## config.mk

```make
export PLATFORM = sky130hd
export DESIGN_NAME = pc_src_ctrl
export DESIGN_NICKNAME = d
export VERILOG_FILES = /design/src/rtl/pc_ctrl_pkg.sv /design/src/rtl/pc_src_ctrl.sv
export SDC_FILE = /design/constraint.sdc
export NUM_CORES = 1
export LEC_CHECK = 0
export ABC_AREA = 1
export BUFFER_PORTS_ARGS = -buffer_cell sky130_fd_sc_hd__clkbuf_2
export CAP_MARGIN = 20
export CORE_UTILIZATION = 47
export CTS_CLUSTER_DIAMETER = 120
export CTS_CLUSTER_SIZE = 16
export DETAILED_ROUTE_END_ITERATION = 16
export GPL_TIMING_DRIVEN = 1
export PLACE_DENSITY = 0.87
export SYNTH_ARGS = -nofsm -noshare
export SYNTH_HDL_FRONTEND = slang
export SYNTH_SLANG_ARGS = --single-unit
export TNS_END_PERCENT = 100
```

## constraint.sdc

```tcl
create_clock -name clk -period 2.27 [get_ports clk]
set_input_delay 0.227 -clock clk [delete_from_list [all_inputs] [get_ports clk]]
set_output_delay 0.227 -clock clk [all_outputs]
set_load 0.03 [all_outputs]
```

## src/rtl/pc_ctrl_pkg.sv

```systemverilog
// Shared encodings for the next-PC source selection path.
// The PC register and the controller both import this package.
package pc_ctrl_pkg;

  // Next-PC source select driven to the PC register.
  // Encoding 6 is reserved and never driven.
  typedef enum logic [2:0] {
    PC_SRC_JAL     = 3'd0,
    PC_SRC_JALR    = 3'd1,
    PC_SRC_BRANCH  = 3'd2,
    PC_SRC_REPLAY  = 3'd3,
    PC_SRC_HANDLER = 3'd4,
    PC_SRC_EP      = 3'd5,
    PC_SRC_SEQ     = 3'd7
  } pc_src_e;

  // Trap controller states.
  typedef enum logic [1:0] {
    ST_RUN        = 2'd0,
    ST_TRAP_DRAIN = 2'd1,
    ST_HANDLER    = 2'd2
  } pc_state_e;

  // Default cause codes.
  localparam logic [3:0] CAUSE_IRQ_DEF = 4'hB;
  localparam logic [3:0] CAUSE_ILL_DEF = 4'h2;

  // Drain counter width; large enough for DRAIN_CYCLES up to 15.
  localparam int unsigned DRAIN_CNT_W = 4;

endpackage

```

## src/rtl/pc_src_ctrl.sv

```systemverilog
// Next-PC source controller: picks the PC register source every cycle,
// resolves DX redirects, fetch replays and trap entry/exit, and owns
// epc, cause and the pipeline flush strobes.
module pc_src_ctrl
  import pc_ctrl_pkg::*;
#(
  parameter int unsigned          DRAIN_CYCLES = 2,
  parameter int unsigned          CAUSE_W      = 4,
  parameter logic [CAUSE_W-1:0]   IRQ_CAUSE    = CAUSE_W'(CAUSE_IRQ_DEF),
  parameter logic [CAUSE_W-1:0]   ILL_CAUSE    = CAUSE_W'(CAUSE_ILL_DEF)
) (
  input  logic               clk,
  input  logic               rst_n,
  input  logic               dx_valid,
  input  logic [31:0]        pc_dx,
  input  logic               jal_dx,
  input  logic               jalr_dx,
  input  logic               br_taken_dx,
  input  logic               mret_dx,
  input  logic               exc_req,
  input  logic [CAUSE_W-1:0] exc_cause,
  input  logic               irq_req,
  input  logic               irq_en,
  input  logic               fetch_stall,
  output logic [2:0]         pc_src_sel,
  output logic               flush_if,
  output logic               flush_dx,
  output logic [31:0]        epc,
  output logic [CAUSE_W-1:0] cause,
  output logic               in_handler,
  output logic               double_fault
);

  localparam logic [DRAIN_CNT_W-1:0] DRAIN_LOAD = DRAIN_CNT_W'(DRAIN_CYCLES - 1);

  pc_state_e                state_q;
  logic [31:0]              epc_q;
  logic [CAUSE_W-1:0]       cause_q;
  logic                     dbl_q;
  logic [DRAIN_CNT_W-1:0]   cnt_q;

  // DX events only count when the DX slot holds a valid instruction.
  logic exc_v, mret_v, jal_v, jalr_v, br_v, xfer_v;
  assign exc_v  = dx_valid & exc_req;
  assign mret_v = dx_valid & mret_dx;
  assign jal_v  = dx_valid & jal_dx;
  assign jalr_v = dx_valid & jalr_dx;
  assign br_v   = dx_valid & br_taken_dx;
  assign xfer_v = jal_v | jalr_v | br_v;

  pc_src_e redir_sel;
  logic    redir_fif;

  // Non-trap source selection shared by RUN and HANDLER.
  always_comb begin
    redir_sel = PC_SRC_SEQ;
    redir_fif = 1'b0;
    if (jalr_v) begin
      redir_sel = PC_SRC_JALR;
      redir_fif = 1'b1;
    end else if (jal_v) begin
      redir_sel = PC_SRC_JAL;
      redir_fif = 1'b1;
    end else if (br_v) begin
      redir_sel = PC_SRC_BRANCH;
      redir_fif = 1'b1;
    end else if (fetch_stall) begin
      redir_sel = PC_SRC_REPLAY;
    end
  end

  pc_src_e            sel_c;
  logic               fif_c;
  logic               fdx_c;
  logic               trap_go;
  logic [CAUSE_W-1:0] trap_cause;
  logic               dbl_go;
  logic               ret_go;

  // Per-state decision: combinational outputs plus the transition requests
  // consumed by the state register. Held at SEQ/no-flush while in reset.
  always_comb begin
    sel_c      = PC_SRC_SEQ;
    fif_c      = 1'b0;
    fdx_c      = 1'b0;
    trap_go    = 1'b0;
    trap_cause = exc_cause;
    dbl_go     = 1'b0;
    ret_go     = 1'b0;
    if (rst_n) begin
      unique case (state_q)
        ST_RUN: begin
          if (exc_v || mret_v || (irq_req && irq_en && !xfer_v)) begin
            sel_c   = PC_SRC_HANDLER;
            fif_c   = 1'b1;
            fdx_c   = 1'b1;
            trap_go = 1'b1;
            if (exc_v)       trap_cause = exc_cause;
            else if (mret_v) trap_cause = ILL_CAUSE;
            else             trap_cause = IRQ_CAUSE;
          end else begin
            sel_c = redir_sel;
            fif_c = redir_fif;
          end
        end
        ST_TRAP_DRAIN: begin
          fdx_c = 1'b1;
          sel_c = fetch_stall ? PC_SRC_REPLAY : PC_SRC_SEQ;
        end
        ST_HANDLER: begin
          if (exc_v) begin
            sel_c  = PC_SRC_HANDLER;
            fif_c  = 1'b1;
            fdx_c  = 1'b1;
            dbl_go = 1'b1;
          end else if (mret_v) begin
            sel_c  = PC_SRC_EP;
            fif_c  = 1'b1;
            fdx_c  = 1'b1;
            ret_go = 1'b1;
          end else begin
            sel_c = redir_sel;
            fif_c = redir_fif;
          end
        end
        default: begin
          sel_c = PC_SRC_SEQ;
        end
      endcase
    end
  end

  // State, trap context, sticky double-fault flag and drain counter.
  always_ff @(posedge clk or negedge rst_n) begin
    if (!rst_n) begin
      state_q <= ST_RUN;
      epc_q   <= '0;
      cause_q <= '0;
      dbl_q   <= 1'b0;
      cnt_q   <= '0;
    end else begin
      unique case (state_q)
        ST_RUN: begin
          if (trap_go) begin
            epc_q   <= pc_dx;
            cause_q <= trap_cause;
            cnt_q   <= DRAIN_LOAD;
            state_q <= ST_TRAP_DRAIN;
          end
        end
        ST_TRAP_DRAIN: begin
          if (cnt_q == '0) begin
            state_q <= ST_HANDLER;
          end else begin
            cnt_q <= cnt_q - 1'b1;
          end
        end
        ST_HANDLER: begin
          // A nested exception keeps the original epc/cause for diagnosis.
          if (dbl_go) begin
            dbl_q   <= 1'b1;
            cnt_q   <= DRAIN_LOAD;
            state_q <= ST_TRAP_DRAIN;
          end else if (ret_go) begin
            state_q <= ST_RUN;
          end
        end
        default: begin
          state_q <= ST_RUN;
        end
      endcase
    end
  end

  assign pc_src_sel   = sel_c;
  assign flush_if     = fif_c;
  assign flush_dx     = fdx_c;
  assign epc          = epc_q;
  assign cause        = cause_q;
  assign double_fault = dbl_q;
  assign in_handler   = (state_q == ST_TRAP_DRAIN) || (state_q == ST_HANDLER);

endmodule

```

==> Word-level counts from Yosys, hierarchy flattened <==
Index checks and enable logic that the tools add are counted.
Widths: inputs -> output; s select.
{ "totals": {"ff_bits": 43, "word_cells": 76} }
{ "classes": {"reduce_logical": 13, "eq_ne": 7, "bitwise_logic": 7, "addsub": 1, "n_mux": 43} }
{ "ops": {"columns": ["operator", "count"], "rows": [
  ["$mux 4", 7],
  ["$mux 3", 8],
  ["$mux 1", 19],
  ["$pmux 4 s3", 1],
  ["$pmux 3 s3", 1],
  ["$mux 2", 4],
  ["$ne 2x2->1 const B", 4],
  ["$pmux 2 s3", 1],
  ["$and 1x1->1", 5],
  ["$logic_not 4->1", 1],
  ["$reduce_and 2->1", 2],
  ["$reduce_and 4->1", 1],
  ["$sub 4x1->4 const B", 1],
  ["$logic_or 1x1->1", 3],
  ["$ne 3x3->1 const B", 1],
  ["$pmux 1 s3", 1],
  ["$reduce_and 3->1", 1],
  ["$reduce_bool 3->1", 1],
  ["$eq 2x1->1 const B", 1],
  ["$eq 2x2->1 const B", 1],
  ["$logic_and 1x1->1", 2],
  ["$logic_not 2->1", 1],
  ["$or 1x1->1", 2],
  ["$pmux 1 s2", 1],
  ["$logic_not 1->1", 1]
]} }

==> Logic depth before layout (Yosys ltp) <==
Gate-level depths: netlist (run 1).
{ "depth": {"word_depth": 11, "ltp_mapped": 10, "mapped_depth_nobuf": 9} }

==> Least setup slack after synthesis (run 1) <==
No wires, ideal clock.
{ "synth_timing": {"path_type": "reg-to-output", "startpoint": "reg state_q[0]", "endpoint": "out flush_if", "n_path_buf": 0, "setup_slack_ns": 0.583, "t_arrival_ns": 1.460, "t_required_ns": 2.043, "path_stages_with_launch": 5, "path_cell_list": "dfrtp_1 > inv_1 > ha_1 > o21ai_0 > a31oi_1"} }
{ "synth_via": {"elab_chain_len": 3, "word_cells_on_any_way": 4, "classes_between": "eq/ne (1); mux (2); reduce/logical (1)"} }
{ "synth_lines": {"columns": ["element", "line", "rtl"], "rows": [
  ["start: declaration", "pc_src_ctrl.sv:36", "pc_state_e state_q;"],
  ["start signal: assignment", "pc_src_ctrl.sv:136", "state_q <= ST_RUN;"],
  ["start signal: assignment", "pc_src_ctrl.sv:148", "state_q <= ST_TRAP_DRAIN;"],
  ["start signal: assignment", "pc_src_ctrl.sv:153", "state_q <= ST_HANDLER;"],
  ["$eq 2x2->1 or $logic_not 2->1 (tied branches)", "pc_src_ctrl.sv:91", "unique case (state_q)"],
  ["$pmux 1 s2 (*)", "pc_src_ctrl.sv:91", null],
  ["$mux 1 (*)", "pc_src_ctrl.sv:90", "if (rst_n) begin"],
  ["end: declaration", "pc_src_ctrl.sv:26", "output logic flush_if,"]
]} }
Mark *: on every way between the ends. The rest lies on a longest branch, timed or not.

==> Worst setup path after layout (run 1) <==
{ "layout_timing": {"startpoint": "reg state_q[0]", "endpoint": "out pc_src_sel[2]"} }
{ "layout_via": {"elab_chain_len": 3, "word_cells_on_any_way": 5, "classes_between": "eq/ne (2); mux (2); reduce/logical (1)"} }
{ "layout_lines": {"columns": ["element", "line", "rtl"], "rows": [
  ["$eq 2x2->1 (tied with other cells)", "pc_src_ctrl.sv:91", null],
  ["$pmux 3 s3 (*)", "pc_src_ctrl.sv:91", null],
  ["$mux 3 (*)", "pc_src_ctrl.sv:90", null],
  ["end: declaration", "pc_src_ctrl.sv:25", "output logic [2:0] pc_src_sel,"]
]} }
Marks and branches as above.

==> impl_results.md, run 1 <==
* Actual slew at the worst max-slew pin at 540 ps
* # rows at 23
* Endpoints failing hold at 0
* Leakage Power at 1.58 nW
* Comb pwr share at between 50% and 60%
* Number of inserted diodes at 0
* Final Total Pwr at 3.90 mW
* Num CTS Buffers at 5
* EDFF count, synth at 0
* Slew Limit Fails at 0
* RSZ-0062 raised after global routing: no
* CP startpoint kind: register
* TritonCTS clock tree: yes
* DIE AREA at 4700 µm²
* Nets at 400
* Wirelength, routed at 4570 µm
* Power per cell area at 1470 nW/µm²
* ANT nets after route at 0
* Worst IR Drop VDD at 0.000824 V
* Mapped Nets at 306
* Drt pass-1 iters at 4
* Area of the core at between 4000 and 5000 µm²
* Vias in the first global route at 1,696
* CTS Sinks at 43
* Clock power share at 12.0%
* Hold Path Class: in2reg
* Worst Setup End Kind: primary output
* Final setup TNS at 0 ps
* Flop pwr share at 33.9%
* Starting Density at 50.6%
* Vias/cell at around 4.9
* Final setup vio count at 0
* Library cells used by synthesis at 24
* Worst Clk Skew at 9.32 ps
* F_max at 480 MHz
* P_sw at 1.94 mW
* All-Layer GR Usage at 21.1%
* Die width at a little under 70 µm
* Clock tree buffer depth at 2
* Switch share at roughly 50%
* P&R area growth vs syn at 27.2%
* Synth Register Bits at 43
* Initial antenna violation count at 0
* Grt ovf at 0
* Critical-path maximum fanout at 7
* Async S/R FF share, synth at 100%
* Avg Cell Area, Syn at about 8.2 µm²
* First-pass GRT wire length at approximately 7300 µm
* Worst Path Required at 2040 ps
* DRC at 0
* Hpwl dp at roughly 3600 µm
* Root Driver: clkbuf_8
* Slew margin rel. at 63.9%
* Yosys warns at 0
* Dominant synthesized flop cell: dfrtp_1
* Cell Count, Final, Fillers Out at 399
* CP Class: reg2out
* Die Y at 68.5 µm
* Post_cts resized at 0
* Fin crit period at around 2100 ps
* Largest net degree at the start of global routing at 36
* MaxCap Viol Count at 0
* Pint at 1.96 mW
* Buffers on Ports at 89
* Dpl cells at 390
* Clock-pin slew on the worst setup and hold paths at roughly 80 ps
* Routed len/inst at 11.5 µm
* Clk_lat worst skew at between 200 and 300 ps
* Status: finished clean
* Synth Instances at 254
* H-Tree Depth at 2
* DR vias at 1,943
* Arrival @ worst endpoint at ~1900 ps
* Setup slack, reg-to-reg at 400 ps
* Post-synthesis sequential area ratio at 51.7%
* IO Count at 90
* Placer Congestion at 0.869
* Iter 0 DRT Violations at 92
* Mapped cell area at 2080 µm²
* Fin crit share at roughly nine tenths
* Layout cell share with drive strength beyond 1 at 32.1%
==> repair_timing <==
item	CTS	global route
setup buffers	0	0
hold buffers	1	0
hold endpoints to repair	26	0
==> final cells by class <==
cell class	count	area (µm²)
fillers	386	1470
flip-flops and latches	43	1080
multi-input cells	188	877
repair buffers	94	485
clock buffers	6	72.6
well taps	50	62.6
inverters	16	60.1
clock inverters	2	12.5
==> cells by family (layout without fill, tap and decap cells) <==
family          Yosys count  count (layout)  share of synthesized area [%]
compound gates           14              14                           4.69
xor+xnor                  1               1                          0.421
fa+ha+maj                 5               5                           3.01
simple gates            168             168                           34.0
buf+inv                  23             118                           6.13
flops                    43              43                           51.7
==> state kept, by name, indices dropped and copies added, names as in the netlist <==
register	flops
cause	4
state_q	2
cnt_q	4
epc	32
double_fault	1
==> routing by layer <==
layer / vias to the layer above / share of wire (%) / GRT usage (%)
met2: 71 / 49 / 36.5
met4: 0 / 0.52 / 5.21
met1: 890 / 45 / 26.3
met5: - / 0 / 0
li1: 978 / - / -
met3: 4 / 5.5 / 5.10
==> cells in the mapped netlist, types with 2 or more instances <==
cell type  count  share of area (%)
a21oi_1        5                1.2
a31oi_1        2               0.60
buf_4          3                1.1
buf_6          4                2.2
dfrtp_1       43                 52
ha_1           5                3.0
inv_1         14                2.5
inv_2          2               0.36
nand2_1      138                 25
nand2_2        3               0.90
nand2_4        3                1.6
nand3_1       12                2.9
nand4_1        3               0.90
nor2_1         6                1.1
o21ai_0        2               0.48
==> final timing paths <==
check / from / endpoint / cells after the start
worst max-delay path: state_q[0] / pc_src_sel[2] / 7
max in group asynchronous: rst_n / epc[4] / 4
worst max register to register: state_q[0] / cnt_q[3] / 7
worst min register to register: double_fault / double_fault / 2
min in group asynchronous: rst_n / cnt_q[0] / 3
worst min-delay path: pc_dx[2] / epc[2] / 3
==> worst max-delay path, cell delays in order, from the launching register on <==
cell and delay (ps):
dfrtp_1 420, inv_1 110, ha_1 370, inv_1 130
a21oi_1 180, o21bai_1 80, nand4_1 70, clkbuf_2 210
==> power groups by stage <==
stage	logic [mW]	clock network (mW)	registers [mW]
after CTS	2.13	0.485	1.33
after global placement	2.09	0	1.32
after floorplan	0.959	0	1.92
after global routing	2.33	0.517	1.37
final	2.11	0.469	1.32
after detailed placement	2.13	0	1.33
==> through the flow <==
step                instance area (µm²)  util, %  setup slack, ps  hold WS, ps
detailed placement                 2550     62.0              420          218
global route                       2650     64.3             69.1          123
global placement                   2550     62.0              481          207
finish                             2650     64.3              185          126
floorplan                          2080        -              583        -68.6
CTS                                2650     64.3              184          117
==> cell usage in the layout, fill, tap and decap left out <==
cell,n
clkbuf_2,89
buf_4,4
a211oi_4,1
clkinv_2,1
or2_2,1
clkinvlp_4,1
o22ai_1,1
clkbuf_8,5
nand2_1,138
dfrtp_1,43
o21bai_1,1
nand4_2,1
nand3_1,12
xor2_1,1
inv_1,14
a31oi_1,2
nand4_1,3
nand2_2,3
inv_2,2
o21ai_0,2
o2111ai_1,1
nand2_4,3
a21oi_1,5
ha_1,5
dlygate4sd3_1,1
nand3_4,1
clkbuf_1,1
nor2_1,6
o211ai_1,1
Note: power is estimated with default switching activity, not from simulation.
==> run 2: changes to the inputs <==
--- a/config.mk
+++ b/config.mk
@@ -5,15 +5,16 @@
 export SDC_FILE = /design/constraint.sdc
 export NUM_CORES = 1
 export LEC_CHECK = 0
-export ABC_AREA = 1
+export ABC_AREA = 0
 export BUFFER_PORTS_ARGS = -buffer_cell sky130_fd_sc_hd__clkbuf_2
 export CAP_MARGIN = 20
-export CORE_UTILIZATION = 47
+export CORE_UTILIZATION = 49
+export CTS_BUF_LIST = sky130_fd_sc_hd__clkbuf_16
 export CTS_CLUSTER_DIAMETER = 120
 export CTS_CLUSTER_SIZE = 16
 export DETAILED_ROUTE_END_ITERATION = 16
 export GPL_TIMING_DRIVEN = 1
-export PLACE_DENSITY = 0.87
+export PLACE_DENSITY = 0.88
 export SYNTH_ARGS = -nofsm -noshare
 export SYNTH_HDL_FRONTEND = slang
 export SYNTH_SLANG_ARGS = --single-unit
==> constraint.sdc (replaced) <==
create_clock -name clk -period 2 [get_ports clk]
set_input_delay 0.2 -clock clk [delete_from_list [all_inputs] [get_ports clk]]
set_output_delay 0.2 -clock clk [all_outputs]
set_load 0.03 [all_outputs]
==> run 2 against run 1 <==
  * The flow now finishes with violations (negative setup slack)
  * Highest routed layer unchanged
  * Flip-flop and latch count is the same
  * Critical path type unchanged
  * First-iteration DRC count is 42% higher
  * Cell count is 16% lower
==> impl_results.md, run 2 <==
* Critical-path maximum fanout at 6
* Leading cell type by number of instances after synthesis: dfrtp_1
* Power per cell area at 1660 nW/µm²
* Fin crit period at 2030 ps
* CTS Sinks at 43
* All-Layer GR Usage at 19.8%
* Worst Setup End Kind: primary output
* MaxCap Viol Count at 0
* Final worst slack at -28.2 ps
* P&R area growth vs syn at 35.4%
* Leakage Power at 1.52 nW
* Most frequent cells in the layout: clkbuf_2 (87), dfrtp_1 (42), mux2_4 (28)
* Mapped cell area at roughly 2300 µm²
* Hold slack at about 160 ps
* P_sw at about 2.2 mW
* Num CTS Buffers at 5
* DR vias at between 1,500 and 2,000
* Placed instance area at roughly 2800 µm²
* Most common library cells after synthesis: dfrtp_1 (43), mux2_4 (28), inv_1 (9), nor2_1 (9)
* Layout cell share with drive strength beyond 1 at 58.0%
* Vias/cell at around 5.5
* Slew margin rel. at 66.2%
* F_max at approximately 490 MHz
* Largest register FFs at 32
* Status: finished with violations
* Worst IR Drop VDD at between 0.0008 and 0.0009 V
* Clock-pin slew on the worst setup and hold paths at 60 ps
* H-Tree Depth at 2
* Clock power share at 14.6%
* Crit-path leading delay family: simple AND/OR/NAND/NOR gates
* Avg Cell Area, Syn at 12.7 µm²
* Design area at approximately 3100 µm²
* Area of the multi-input gates at 1160 µm²
* Number of inserted diodes at 0
* EDFF count, synth at 0
* Drt pass-1 iters at 4
* Comb pwr share at 55.6%
* Setup slack, reg-to-reg at roughly 100 ps
* Placer Congestion at 0.893
* First-pass GRT wire length at 7830 µm
* Commonest non-fill, non-tap cell in the layout: clkbuf_2
* RSZ-0062 raised after global routing: yes
* Actual slew at the worst max-slew pin at 503 ps
* Crit-path slowest cell: dfrtp_1
* Util after Layout at 70.2%
* Post-synthesis sequential area ratio at 47.0%
* Pint at 2.97 mW
* Hpwl dp at 3480 µm
* Synth top area share at 47.0%
* Final setup TNS at -35.9 ps
* Worst Path Required at 1800 ps
* Buffers on Ports at 89
* Register area at between 1000 and 1500 µm²
* Clock tree buffer depth at 2
* Async S/R FF share, synth at 100%
* Mapped Nets at 232
* Root Driver: clkbuf_16
* Hold Path Class: in2reg
* Synth top area cells: dfrtp_1 (47%), mux2_4 (18%), mux2_2 (3.0%)
* Switch share at 42.3%
* Starting Density at 51.8%
* Area of the core at 4410 µm²
* Die Y at 70.3 µm
* Vias in the first global route at 1,717
* Fin crit share at 101%
* Synth Instances at 180
* Nets at 334
* Fillers at between 300 and 400
* Dominant synthesized flop cell: dfrtp_1
* Clk_lat worst skew at 270 ps
* Failing checks: negative setup slack
* ANT nets after route at 0
* Die width at 70.3 µm
* Synth Register Bits at 43
* Final setup vio count at 2
* Yosys warns at 0
* Setup WS pre-CTS at 28.3 ps
* Worst Clk Skew at 2.88 ps
* Routed len/inst at around 15 µm
* CP cell instances: inv_2, ha_4, nor2b_4, o22ai_2, a21oi_2, or3_4, buf_8
* Max incr delay on CP at 370 ps
* Library cells used by synthesis at 46
* DRC at 0
* Slew Limit Fails at 0
* WP buf/inv at 2
* CP Class: reg2out
* Iter 0 DRT Violations at 131
* Endpoints failing hold at 0
* CP startpoint kind: register
* Area leader, netlist: dfrtp_1
* DIE AREA at 4940 µm²
* Grt ovf at 0
* TritonCTS clock tree: yes
* Initial antenna violation count at 0
* Largest net degree at the start of global routing at 37
* Wirelength, routed at 5090 µm
* # rows at 24
* IO Count at 90
* Flop pwr share at 29.8%
* Arrival @ worst endpoint at 1830 ps
## run 2: cell count changes after synthesis, sizes merged, moves of 4 or more
cell,before,now
mux2,0,35
or3,0,4
o21ai,2,7
nand3,13,1
inv,16,9
nand2,144,6
o22ai,1,5
## run 2: path summary, 6_finish.rpt
kind                         startpoint       endpoint  depth (start not counted)
setup reg to reg             state_q[0]       cnt_q[0]                          8
hold reg to reg            double_fault   double_fault                          1
min in group asynchronous         rst_n        epc[31]                          2
setup / recovery             state_q[0]  pc_src_sel[0]                          7
hold / removal                pc_dx[11]        epc[11]                          2
max in group asynchronous         rst_n     state_q[1]                          2
## run 2: kinds of logic after synthesis
kind of cell    share of synthesized area [%]
flops                                    47.0
buf+inv                                  5.91
compound gates                           13.1
fa+ha+maj                                2.74
mux                                      22.3
simple gates                             8.92
## run 2: power groups by stage
stage | Combinational, mW | Sequential (mW) | Clock (mW)
floorplan | 1.19 | 2.27 | 0
global placement | 2.60 | 1.51 | 0
detailed placement | 2.64 | 1.54 | 0
CTS | 2.77 | 1.54 | 0.768
global route | 3.02 | 1.59 | 0.815
finish | 2.86 | 1.53 | 0.751
## run 2: layer usage
layer	GRT usage [%]	up-vias	routed length [µm]
met5	0	-	0
met4	5.11	0	89
met3	3.75	12	327
met2	33.8	93	2570
met1	25.9	884	2110
li1	-	856	-
## run 2: final cells by class
type	count	area share, %
clock buffers	5	4.04
multi-input cells	118	37.6
well taps	52	2.10
flip-flops and latches	43	34.8
clock inverters	3	0.485
repair buffers	105	19.9
inverters	9	1.09
## run 2: what timing repair did
item                                    CTS  global route
buffers inserted                          4             2
pin swaps                                 3             6
endpoints found under the setup margin    5             5
resized for setup                        18            11
endpoints found under the hold margin     9             9
## run 2: stage by stage
| step | total power [mW] | instances |
|---|---|---|
| 5_1_grt | 5.42 | 335 |
| 4_1_cts | 5.08 | 332 |
| 2_1_floorplan | 3.46 | 180 |
| 6_report | 5.14 | 335 |
| 3_3_place_gp | 4.11 | 320 |
| 3_5_place_dp | 4.17 | 320 |
## run 2: worst register-to-register path, stage by stage (launching register included)
cell	delay [ps]
dfrtp_1	390
inv_2	130
ha_4	170
a21boi_1	200
o22ai_2	120
buf_4	150
buf_4	140
nand4bb_1	140
mux2_1	340
